[src/rtl/pistorm_pkg.sv]
// Shared types and default tuning constants for the PiStorm bus-mastership logic.
package pistorm_pkg;

    typedef enum logic [2:0] {
        IDLE       = 3'd0,
        LOCAL      = 3'd1,
        GRANT_PEND = 3'd2,
        EXTERNAL   = 3'd3,
        RELEASE    = 3'd4
    } arb_state_t;

    localparam int DEF_SYNC_STAGES   = 2;
    localparam int DEF_GRANT_TIMEOUT = 8;
    localparam int DEF_REARB_GAP     = 1;
    localparam int DEF_HOLD_LIMIT    = 4096;

endpackage

[src/rtl/pistorm_sync.sv]
// N-stage synchronizer for an active-low asynchronous pin; resets to the idle (1) level.
module pistorm_sync #(
    parameter int STAGES = 2
) (
    input  logic clk,
    input  logic rst,
    input  logic din,
    output logic dout
);

    logic [STAGES-1:0] sync_reg;

    always_ff @(posedge clk or posedge rst) begin
        if (rst) begin
            sync_reg <= '1;
        end else begin
            sync_reg <= {sync_reg[STAGES-2:0], din};
        end
    end

    assign dout = sync_reg[STAGES-1];

endmodule

[src/rtl/m68k_bus_arbiter.sv]
// 68000 bus-mastership arbiter: BR/BG/BGACK handshake with external masters,
// local cycle-engine grant, and the bus-control tristate enable.
module m68k_bus_arbiter
    import pistorm_pkg::*;
#(
    parameter int SYNC_STAGES   = DEF_SYNC_STAGES,
    parameter int GRANT_TIMEOUT = DEF_GRANT_TIMEOUT,
    parameter int REARB_GAP     = DEF_REARB_GAP,
    parameter int HOLD_LIMIT    = DEF_HOLD_LIMIT
) (
    input  logic       PI_CLK,
    input  logic       RESET,
    input  logic       C7M_FALL,
    input  logic       M68K_BR_n,
    input  logic       M68K_BGACK_n,
    output logic       M68K_BG_n,
    input  logic       CYC_REQ,
    input  logic       CYC_BUSY,
    output logic       CYC_GRANT,
    output logic       BUS_OWN,
    output logic       EXT_HOLD_OVF,
    input  logic       OVF_CLR,
    output logic [2:0] ARB_STATE
);

    localparam int TMO_W  = $clog2(GRANT_TIMEOUT + 1);
    localparam int GAP_W  = $clog2(REARB_GAP + 1);
    localparam int HOLD_W = $clog2(HOLD_LIMIT + 1);

    logic br_s;
    logic bgack_s;

    pistorm_sync #(.STAGES(SYNC_STAGES)) u_sync_br (
        .clk  (PI_CLK),
        .rst  (RESET),
        .din  (M68K_BR_n),
        .dout (br_s)
    );

    pistorm_sync #(.STAGES(SYNC_STAGES)) u_sync_bgack (
        .clk  (PI_CLK),
        .rst  (RESET),
        .din  (M68K_BGACK_n),
        .dout (bgack_s)
    );

    arb_state_t        state_reg, state_next;
    logic [TMO_W-1:0]  tmo_reg, tmo_next;
    logic [GAP_W-1:0]  gap_reg, gap_next;
    logic [HOLD_W-1:0] hold_reg, hold_next;
    logic              after_ext_reg, after_ext_next;
    logic              from_ext_reg, from_ext_next;
    logic              busy_seen_reg, busy_seen_next;
    logic              ovf_reg, ovf_next;
    logic              bg_n_reg, cyc_grant_reg, bus_own_reg;

    always_comb begin
        state_next     = state_reg;
        tmo_next       = tmo_reg;
        gap_next       = gap_reg;
        hold_next      = hold_reg;
        after_ext_next = after_ext_reg;
        from_ext_next  = from_ext_reg;
        busy_seen_next = busy_seen_reg;
        ovf_next       = ovf_reg & ~OVF_CLR;

        case (state_reg)
            IDLE: begin
                // after_ext lets one local op slip in between back-to-back external tenures
                if (CYC_REQ && (br_s || after_ext_reg) && !CYC_BUSY) begin
                    state_next = LOCAL;
                end else if (!br_s && C7M_FALL && !CYC_BUSY) begin
                    state_next = GRANT_PEND;
                end
            end
            LOCAL: begin
                if (CYC_BUSY) begin
                    busy_seen_next = 1'b1;
                end else if (busy_seen_reg || !CYC_REQ) begin
                    state_next = IDLE;
                end
            end
            GRANT_PEND: begin
                if (C7M_FALL && tmo_reg != TMO_W'(GRANT_TIMEOUT)) begin
                    tmo_next = tmo_reg + TMO_W'(1);
                end
                if (!bgack_s) begin
                    state_next = EXTERNAL;
                end else if (br_s || tmo_reg == TMO_W'(GRANT_TIMEOUT)) begin
                    state_next    = RELEASE;
                    from_ext_next = 1'b0;
                end
            end
            EXTERNAL: begin
                if (C7M_FALL && hold_reg != HOLD_W'(HOLD_LIMIT)) begin
                    hold_next = hold_reg + HOLD_W'(1);
                end
                // Set dominates a coincident clear while the tenure sits at the limit
                if (hold_next == HOLD_W'(HOLD_LIMIT)) begin
                    ovf_next = 1'b1;
                end
                if (bgack_s) begin
                    state_next    = RELEASE;
                    from_ext_next = 1'b1;
                end
            end
            RELEASE: begin
                if (C7M_FALL && gap_reg != GAP_W'(REARB_GAP)) begin
                    gap_next = gap_reg + GAP_W'(1);
                end
                if (gap_reg == GAP_W'(REARB_GAP)) begin
                    state_next     = IDLE;
                    after_ext_next = from_ext_reg;
                end
            end
            default: begin
                state_next = IDLE;
            end
        endcase

        if (state_next != state_reg) begin
            tmo_next       = '0;
            gap_next       = '0;
            hold_next      = '0;
            busy_seen_next = 1'b0;
            if (state_next == LOCAL || state_next == GRANT_PEND) begin
                after_ext_next = 1'b0;
            end
        end
    end

    // Outputs are registered from the next state so they change on the same edge as the state.
    always_ff @(posedge PI_CLK or posedge RESET) begin
        if (RESET) begin
            state_reg     <= IDLE;
            tmo_reg       <= '0;
            gap_reg       <= '0;
            hold_reg      <= '0;
            after_ext_reg <= 1'b0;
            from_ext_reg  <= 1'b0;
            busy_seen_reg <= 1'b0;
            ovf_reg       <= 1'b0;
            bg_n_reg      <= 1'b1;
            cyc_grant_reg <= 1'b0;
            bus_own_reg   <= 1'b1;
        end else begin
            state_reg     <= state_next;
            tmo_reg       <= tmo_next;
            gap_reg       <= gap_next;
            hold_reg      <= hold_next;
            after_ext_reg <= after_ext_next;
            from_ext_reg  <= from_ext_next;
            busy_seen_reg <= busy_seen_next;
            ovf_reg       <= ovf_next;
            bg_n_reg      <= (state_next != GRANT_PEND);
            cyc_grant_reg <= (state_next == LOCAL);
            bus_own_reg   <= !(state_next == EXTERNAL || state_next == RELEASE);
        end
    end

    assign M68K_BG_n    = bg_n_reg;
    assign CYC_GRANT    = cyc_grant_reg;
    assign BUS_OWN      = bus_own_reg;
    assign EXT_HOLD_OVF = ovf_reg;
    assign ARB_STATE    = state_reg;

endmodule
[config.mk]
export PLATFORM = sky130hd
export DESIGN_NAME = m68k_bus_arbiter
export DESIGN_NICKNAME = d
export VERILOG_FILES = /design/src/rtl/pistorm_pkg.sv /design/src/rtl/pistorm_sync.sv /design/src/rtl/m68k_bus_arbiter.sv
export SDC_FILE = /design/constraint.sdc
export NUM_CORES = 1
export LEC_CHECK = 0
export CAP_MARGIN = 20
export CELL_PAD_IN_SITES_DETAIL_PLACEMENT = 1
export CELL_PAD_IN_SITES_GLOBAL_PLACEMENT = 2
export CORE_ASPECT_RATIO = 1.2
export CORE_MARGIN = 8
export CORE_UTILIZATION = 42
export DETAILED_ROUTE_END_ITERATION = 12
export DONT_BUFFER_PORTS = 1
export PLACE_DENSITY = 0.81
export RECOVER_POWER = 50
export SYNTH_ARGS = -nofsm -noshare
export SYNTH_HDL_FRONTEND = slang
export SYNTH_SLANG_ARGS = --single-unit
[constraint.sdc]
create_clock -name PI_CLK -period 3.3 [get_ports PI_CLK]
set_clock_uncertainty 0.2 [all_clocks]
set_input_delay 0.165 -clock PI_CLK [delete_from_list [all_inputs] [get_ports PI_CLK]]
set_output_delay 0.165 -clock PI_CLK [all_outputs]
set_load 0.1 [all_outputs]
After elaboration in Yosys (flattened, before gate mapping)
Index checks and enable logic that the tools add are counted.

cells by class
  $add $sub $neg = 3
  equal/unequal tests = 17
  multiplexer cells = 32
  bitwise logic cells = 3
  reductions and logical operators = 29

operators by type and width
  cell                     number
  $mux W13                 4
  $mux W3                  8
  $reduce_bool A2 Y1       8
  $mux W1                  15
  $pmux W3 S5              1
  $add A13 B1 Y13 const B  1
  $eq A13 B13 Y1 const B   1
  $ne A13 B13 Y1 const B   1
  $eq A3 B2 Y1 const B     4
  $mux W4                  3
  $logic_and A1 B1 Y1      7
  $eq A3 B1 Y1 const B     2
  $eq A3 B3 Y1 const B     2
  $reduce_and A2 Y1        3
  $logic_or A1 B1 Y1       5
  $add A4 B1 Y4 const B    1
  $eq A4 B4 Y1 const B     1
  $logic_not A1 Y1         4
  $ne A2 B1 Y1 const B     2
  $ne A4 B4 Y1 const B     1
  $reduce_and A4 Y1        1
  $logic_not A3 Y1         1
  $ne A3 B2 Y1 const B     1
  $ne A3 B3 Y1             1
  5 further kinds          6

storage, ports and cells
  flip-flop bits (word level) = 32

Logic depth before layout (Yosys ltp)
  depth in word-level cells = 10
  gate-level depth with buffers = 8
  gate-level depth less buffers = 7

Hierarchy
From an unflattened synthesis, not the netlist that was laid out.

unflattened totals
  cell total of the unflattened synthesis = 198
  area total of the unflattened synthesis = 1821.7 µm²

modules (own cells, without submodules)
  module            times used  cells each  area each (µm²)  seq. area each (µm²)
  m68k_bus_arbiter  1           192         1709.1           703.2
  pistorm_sync      2           3           56.3             52.6

Worst setup path after synthesis
OpenSTA, ideal clock, no wires.

  path kind = reg-to-reg
  from = register state_reg[0], in the netlist ARB_STATE[0]
  to = register hold_reg[11]
  library setup time = 0.121 ns
  arrival = 2.055 ns
  data required time = 2.979 ns
  slack = 0.924 ns
  cell stages (with the launch flop) = 7
  cells stage by stage = dfrtp_1 buf_2 and3b_1 nand4_1 nor3_1 xnor2_1 nor2_1

between the ends
  cells in the longest elaborated chain, start to end = 5
  elaborated cells on any way between the ends = 17

ends and longest elaborated chain
  what                                                   line                                                                    source
  start: declaration                                     m68k_bus_arbiter.sv:47                                                  arb_state_t state_reg, state_next;
  start signal: assignment                               m68k_bus_arbiter.sv:147                                                 state_reg <= state_next;
  $mux W3, on equally long branches                      m68k_bus_arbiter.sv:89, m68k_bus_arbiter.sv:72, m68k_bus_arbiter.sv:79
  $mux W3, on equally long branches                      m68k_bus_arbiter.sv:87, m68k_bus_arbiter.sv:70, m68k_bus_arbiter.sv:77
  $pmux W3 S5                                            m68k_bus_arbiter.sv:67                                                  case (state_reg)
  $ne A3 B3 Y1                                           m68k_bus_arbiter.sv:121                                                 if (state_next != state_reg) begin
  $mux W13 / $reduce_bool A2 Y1 (equally long branches)  --
  end signal: assignment                                 m68k_bus_arbiter.sv:150                                                 hold_reg <= hold_next;
  end: declaration                                       m68k_bus_arbiter.sv:50                                                  logic [HOLD_W-1:0] hold_reg, hold_next;

Parallel ways exist; a longest one is shown, timed or not.
A chain may end at the register's enable or synchronous reset.

Final worst setup path
  from = register tmo_reg[0]
  to = register after_ext_reg

between the ends
  cells in the longest elaborated chain, start to end = 9
  elaborated cells on any way between the ends = 11

ends and longest elaborated chain
  what                                                 line                     source
  start: declaration                                   m68k_bus_arbiter.sv:48   logic [TMO_W-1:0] tmo_reg, tmo_next;
  start signal: assignment                             m68k_bus_arbiter.sv:148  tmo_reg <= tmo_next;
  $eq A4 B4 Y1 *                                       m68k_bus_arbiter.sv:89   end else if (br_s || tmo_reg == TMO_W'(GRANT_TIMEOUT)) begin
  $logic_or A1 B1 Y1 *                                 m68k_bus_arbiter.sv:89
  $mux W3 *                                            m68k_bus_arbiter.sv:89
  $mux W3 *                                            m68k_bus_arbiter.sv:87   if (!bgack_s) begin
  $pmux W3 S5 *                                        m68k_bus_arbiter.sv:67
  $eq A3 B1 Y1 / $eq A3 B2 Y1 (equally long branches)  m68k_bus_arbiter.sv:126  if (state_next == LOCAL || state_next == GRANT_PEND) begin
  $logic_or A1 B1 Y1                                   m68k_bus_arbiter.sv:126
  $mux W1                                              m68k_bus_arbiter.sv:126
  $mux W1 *                                            m68k_bus_arbiter.sv:121
  named net after_ext_next                             m68k_bus_arbiter.sv:51   logic after_ext_reg, after_ext_next;
  end signal: assignment                               m68k_bus_arbiter.sv:151  after_ext_reg <= after_ext_next;
  end: declaration                                     m68k_bus_arbiter.sv:51

Mark *: on every way through the listed nets, which the timed path passes. The rest lies on a longest branch.

==> impl_summary.txt <==
----------------------------------------------------
[Clock network]
  TritonCTS clock tree ... built
  Root Buffer ... sky130_fd_sc_hd__clkbuf_8
  Sink Count ... 32
  Clock edge transition at the registers on the reported setup and hold paths ... 70 ps
  H-tree levels ... 2
  Post-CTS Repair Setup Buffers ... 0
  Number of buffers created by CTS ... 5
  Clk Latency, worst-skew pair ... 290 ps
  Maximum clock path buffer count ... 2

[Routing]
  Vias per cell ... 5.47
  Number of design rule violations left after detail routing ... 0
  Post-detailed-routing wire length ... 4330 µm
  Routed len/inst ... 16.6 µm
  Initial DRT Pass Iterations ... 4
  Antenna viol nets, final ... 0
  Via total after detailed routing ... 1422
  Number of DRC markers in iteration 0 ... 59

[Worst setup path]
  Data required time at the worst endpoint ... 3290 ps
  Critical path, cell by cell ... inv_1, ha_1, and3b_1, o31ai_1, a32oi_1, a21o_1, a41oi_1
  Worst-path maximum fanout ... 20
  Worst setup path endpoint ... after_ext_reg
  Buffering stage count on the worst path with inverters included ... 1
  Critical path type ... register to register
  Worst R2R Setup Slack ... 930 ps
  Data arrival at the endpoint of the critical path ... 2360 ps
  Setup crit start ... tmo_reg[0]
  FF-to-FF path depth ... 7
  Worst path max stage delay ... 420 ps
  Slowest stage cell on the critical path ... sky130_fd_sc_hd__a21o_1
  CP endpoint kind ... register
  Type of origin of the critical path ... register
  End of the worst register-to-register path ... after_ext_reg
  Startpoint of the most critical register-to-register path ... tmo_reg[0]
  Depth of the critical timing path with buffers and inverters included ... 7
  Crit-path leading delay family ... compound AO/OA/AOI/OAI gates

[Logic synthesis]
  Leading post-synthesis cells by cell area ... sky130_fd_sc_hd__dfrtp_1, sky130_fd_sc_hd__dfstp_2, sky130_fd_sc_hd__nor2_1
  Dominant combinational cell family by area after synthesis ... simple AND/OR/NAND/NOR gates
  Portion of netlist area occupied by mux cells ... 1.68%
  Post-Synthesis Net Count ... 203
  Number of synthesized register bits ... 32
  Count of distinct cell types in the synthesized netlist ... 42
  Number of synthesized flops with an enable pin ... 0
  Sequential area share after synthesis ... 45.3%
  Post-Syn Area ... 0.00179 mm²
  Synth Area in Simple Gates ... 24.7%
  Syn Inst Count ... 191
  Cell type with the highest aggregate area in the netlist ... sky130_fd_sc_hd__dfrtp_1
  Yosys synthesis warning count ... 0
  Share of the synthesized area in compound gates (AO/OA/AOI/OAI) ... 12.6%
  Most used flip-flop cell after synthesis ... sky130_fd_sc_hd__dfrtp_1
  Post-synth ARST share ... 100%
  Xor and xnor fraction of the mapped netlist area ... 8.83%
  Share of the synthesized area in the top cell type ... 36.4%
  Mean cell area of the mapped netlist ... 9.35 µm²
  Post-synthesis share of cell area spent on full adders, half adders and majority gates ... 2.80%

[Min path]
  Origin of the worst min-delay path ... C7M_FALL
  Min-delay worst type ... input pin to register

[Floorplanning]
  Core outline area ... 0.00416 mm²
  Height of the die ... 87.4 µm
  Chip Width ... 75.5 µm
  Number of top-level design ports ... 15
  Row count ... 26
  Die Outline Area ... 0.00660 mm²
  Initial core utilization ... 42.9%

[Timing]
  Transition at the pin with the smallest max-transition slack ... 1080 ps
  Max_slew headroom ... 28.0%
  Min Tclk post-route ... 2370 ps
  Fin. max-slew vios ... 0
  Minimum hold slack ... 23.5 ps
  Final setup violating endpoints ... 0
  Maximum achievable frequency ... 422 MHz
  Unrepaired setup endpoints after global routing ... no
  Count of endpoints failing hold in the final timing report ... 0
  Final clock period utilization by the worst path ... 71.9%
  Sum Neg Setup Slack ... 0 ps

[Pwr]
  Sequential share of power ... 41.5%
  Leakage power figure ... 0.831 nW
  Worst vdd ir ... 690 µV
  Cell Pwr Density ... 784 mW/mm²
  Clock Power Share ... 23.7%
  Internal power component ... 0.000838 W
  Switching power of the nets ... 0.000743 W
  Sw frac ... 47.0%
  Relative contribution of combinational cells to total power ... 34.8%
  Power after layout ... 0.00158 W

[Final layout]
  Fraction of the core area covered by cells at the end of the flow ... 48.5%
  Antenna diode instance count ... 0
  Synth-to-Final Area Change ... 13.0%
  Fraction of final layout cells sized beyond drive strength 1 ... 9.80%
  Number of flip-flops in the largest register ... 13
  Total number of nets in the final design ... 215

[GRT]
  First-pass GRT wire length ... 7500 µm
  GRT overflow ... 0
  Aggregate global-route resource usage ... 14.8%
  Via count of the first global-routing pass ... 1600
  Largest net degree at the start of global routing ... 21
  Number of antenna violations at the first check in global routing ... 0

[Flow run]
  Number of max-capacitance violations reported ... 0

[Place]
  Weighted congestion reported at the end of routability-driven placement ... 0.859
  Number of buffers inserted by port buffering ... 0
  Post-DP HPWL ... 3200 µm

[Status]
  Result of the run ... completed

----------------------------------------------------
## Yosys cell counts, types with 2 or more instances
library cell,n
sky130_fd_sc_hd__a21oi_1,7
sky130_fd_sc_hd__a41oi_1,2
sky130_fd_sc_hd__and3_1,3
sky130_fd_sc_hd__and3b_1,2
sky130_fd_sc_hd__buf_2,4
sky130_fd_sc_hd__dfrtp_1,26
sky130_fd_sc_hd__dfstp_2,6
sky130_fd_sc_hd__ha_1,4
sky130_fd_sc_hd__inv_1,10
sky130_fd_sc_hd__mux2i_1,3
sky130_fd_sc_hd__nand2_1,9
sky130_fd_sc_hd__nand2b_1,6
sky130_fd_sc_hd__nand3_1,7
sky130_fd_sc_hd__nand3b_1,3
sky130_fd_sc_hd__nand4_1,6
sky130_fd_sc_hd__nor2_1,32
sky130_fd_sc_hd__nor2b_1,2
sky130_fd_sc_hd__nor3_1,10
sky130_fd_sc_hd__o211ai_1,2
sky130_fd_sc_hd__o21a_1,2
sky130_fd_sc_hd__o21ai_0,8
sky130_fd_sc_hd__xnor2_1,12
sky130_fd_sc_hd__xor2_1,6
## per-layer routing
metal  share of wire [%]  GRT usage, %
met1                  41          15.6
met2                  54          26.8
met3                 3.3          3.69
met4                 2.0          6.13
met5                   0             0
## per-stage QoR
step | cells | cell area, µm² | worst slack (ps)
3_3_place_gp | 245 | 1850 | 1080
3_5_place_dp | 246 | 1880 | 958
2_1_floorplan | 191 | 1790 | 924
5_1_grt | 260 | 2020 | 688
6_report | 260 | 2020 | 928
4_1_cts | 260 | 2050 | 929
## power groups by stage
stage | sequential [W] | clock, W | combinational (W)
finish | 0.000656 | 0.000375 | 0.000550
global route | 0.000669 | 0.000396 | 0.000604
CTS | 0.000660 | 0.000382 | 0.000562
detailed placement | 0.000664 | 0 | 0.000553
global placement | 0.000661 | 0 | 0.000535
floorplan | 0.000775 | 0 | 0.000314
## area by class of cell
cell class	instances	area [µm²]
tap	56	70.1
multi-input combinational	143	905
clock inverter	2	35.0
sequential	32	808
inverter	10	37.5
clock buffer	6	72.6
timing repair buffer	11	90.1
fill	511	2150
## how the worst min path moves through the flow
| stage | end | cells after the start | slack, ps |
|---|---|---|---|
| floorplan | u_sync_bgack.sync_reg[0] | 0 | -30 |
| global placement | u_sync_bgack.sync_reg[0] | 0 | -30 |
| detailed placement | ARB_STATE[2] | 1 | -80 |
| CTS | hold_reg[5] | 4 | 30 |
| global route | after_ext_reg | 4 | 90 |
| finish | hold_reg[5] | 4 | 20 |
## placed cells by master (no fill, tap or decap), types with 2 or more instances in the layout
cell type                       Yosys  final
sky130_fd_sc_hd__a21oi_1            7      7
sky130_fd_sc_hd__a41oi_1            2      2
sky130_fd_sc_hd__and3_1             3      3
sky130_fd_sc_hd__and3b_1            2      2
sky130_fd_sc_hd__buf_4              0      3
sky130_fd_sc_hd__clkbuf_1           1      3
sky130_fd_sc_hd__clkbuf_8           0      5
sky130_fd_sc_hd__dfrtp_1           26     26
sky130_fd_sc_hd__dfstp_2            6      6
sky130_fd_sc_hd__dlygate4sd3_1      0      6
sky130_fd_sc_hd__ha_1               4      4
sky130_fd_sc_hd__inv_1             10     10
sky130_fd_sc_hd__mux2i_1            3      3
sky130_fd_sc_hd__nand2_1            9      9
sky130_fd_sc_hd__nand2b_1           6      6
sky130_fd_sc_hd__nand3_1            7      7
sky130_fd_sc_hd__nand3b_1           3      3
sky130_fd_sc_hd__nand4_1            6      6
sky130_fd_sc_hd__nor2_1            32     32
sky130_fd_sc_hd__nor2b_1            2      2
sky130_fd_sc_hd__nor3_1            10     10
sky130_fd_sc_hd__o211ai_1           2      2
sky130_fd_sc_hd__o21a_1             2      2
sky130_fd_sc_hd__o21ai_0            8      8
sky130_fd_sc_hd__xnor2_1           12     12
sky130_fd_sc_hd__xor2_1             6      6
## worst reg2reg max path, stage by stage (launching register included)
cell                      delay [ps]
sky130_fd_sc_hd__dfrtp_1         370
sky130_fd_sc_hd__inv_1            80
sky130_fd_sc_hd__ha_1            190
sky130_fd_sc_hd__and3b_1         210
sky130_fd_sc_hd__o31ai_1         410
sky130_fd_sc_hd__a32oi_1          90
sky130_fd_sc_hd__a21o_1          420
sky130_fd_sc_hd__a41oi_1         310
## cell families after synthesis
family,Yosys count
flops,32
xor+xnor,18
simple gates,87
buf+inv,16
compound gates,31
mux,3
fa+ha+maj,4
## timing repair
action,in CTS,in global routing
hold endpoints to repair,35,0
gates resized for setup,0,0
hold buffers,6,0
No activity file was read; power rests on OpenSTA's default activity.
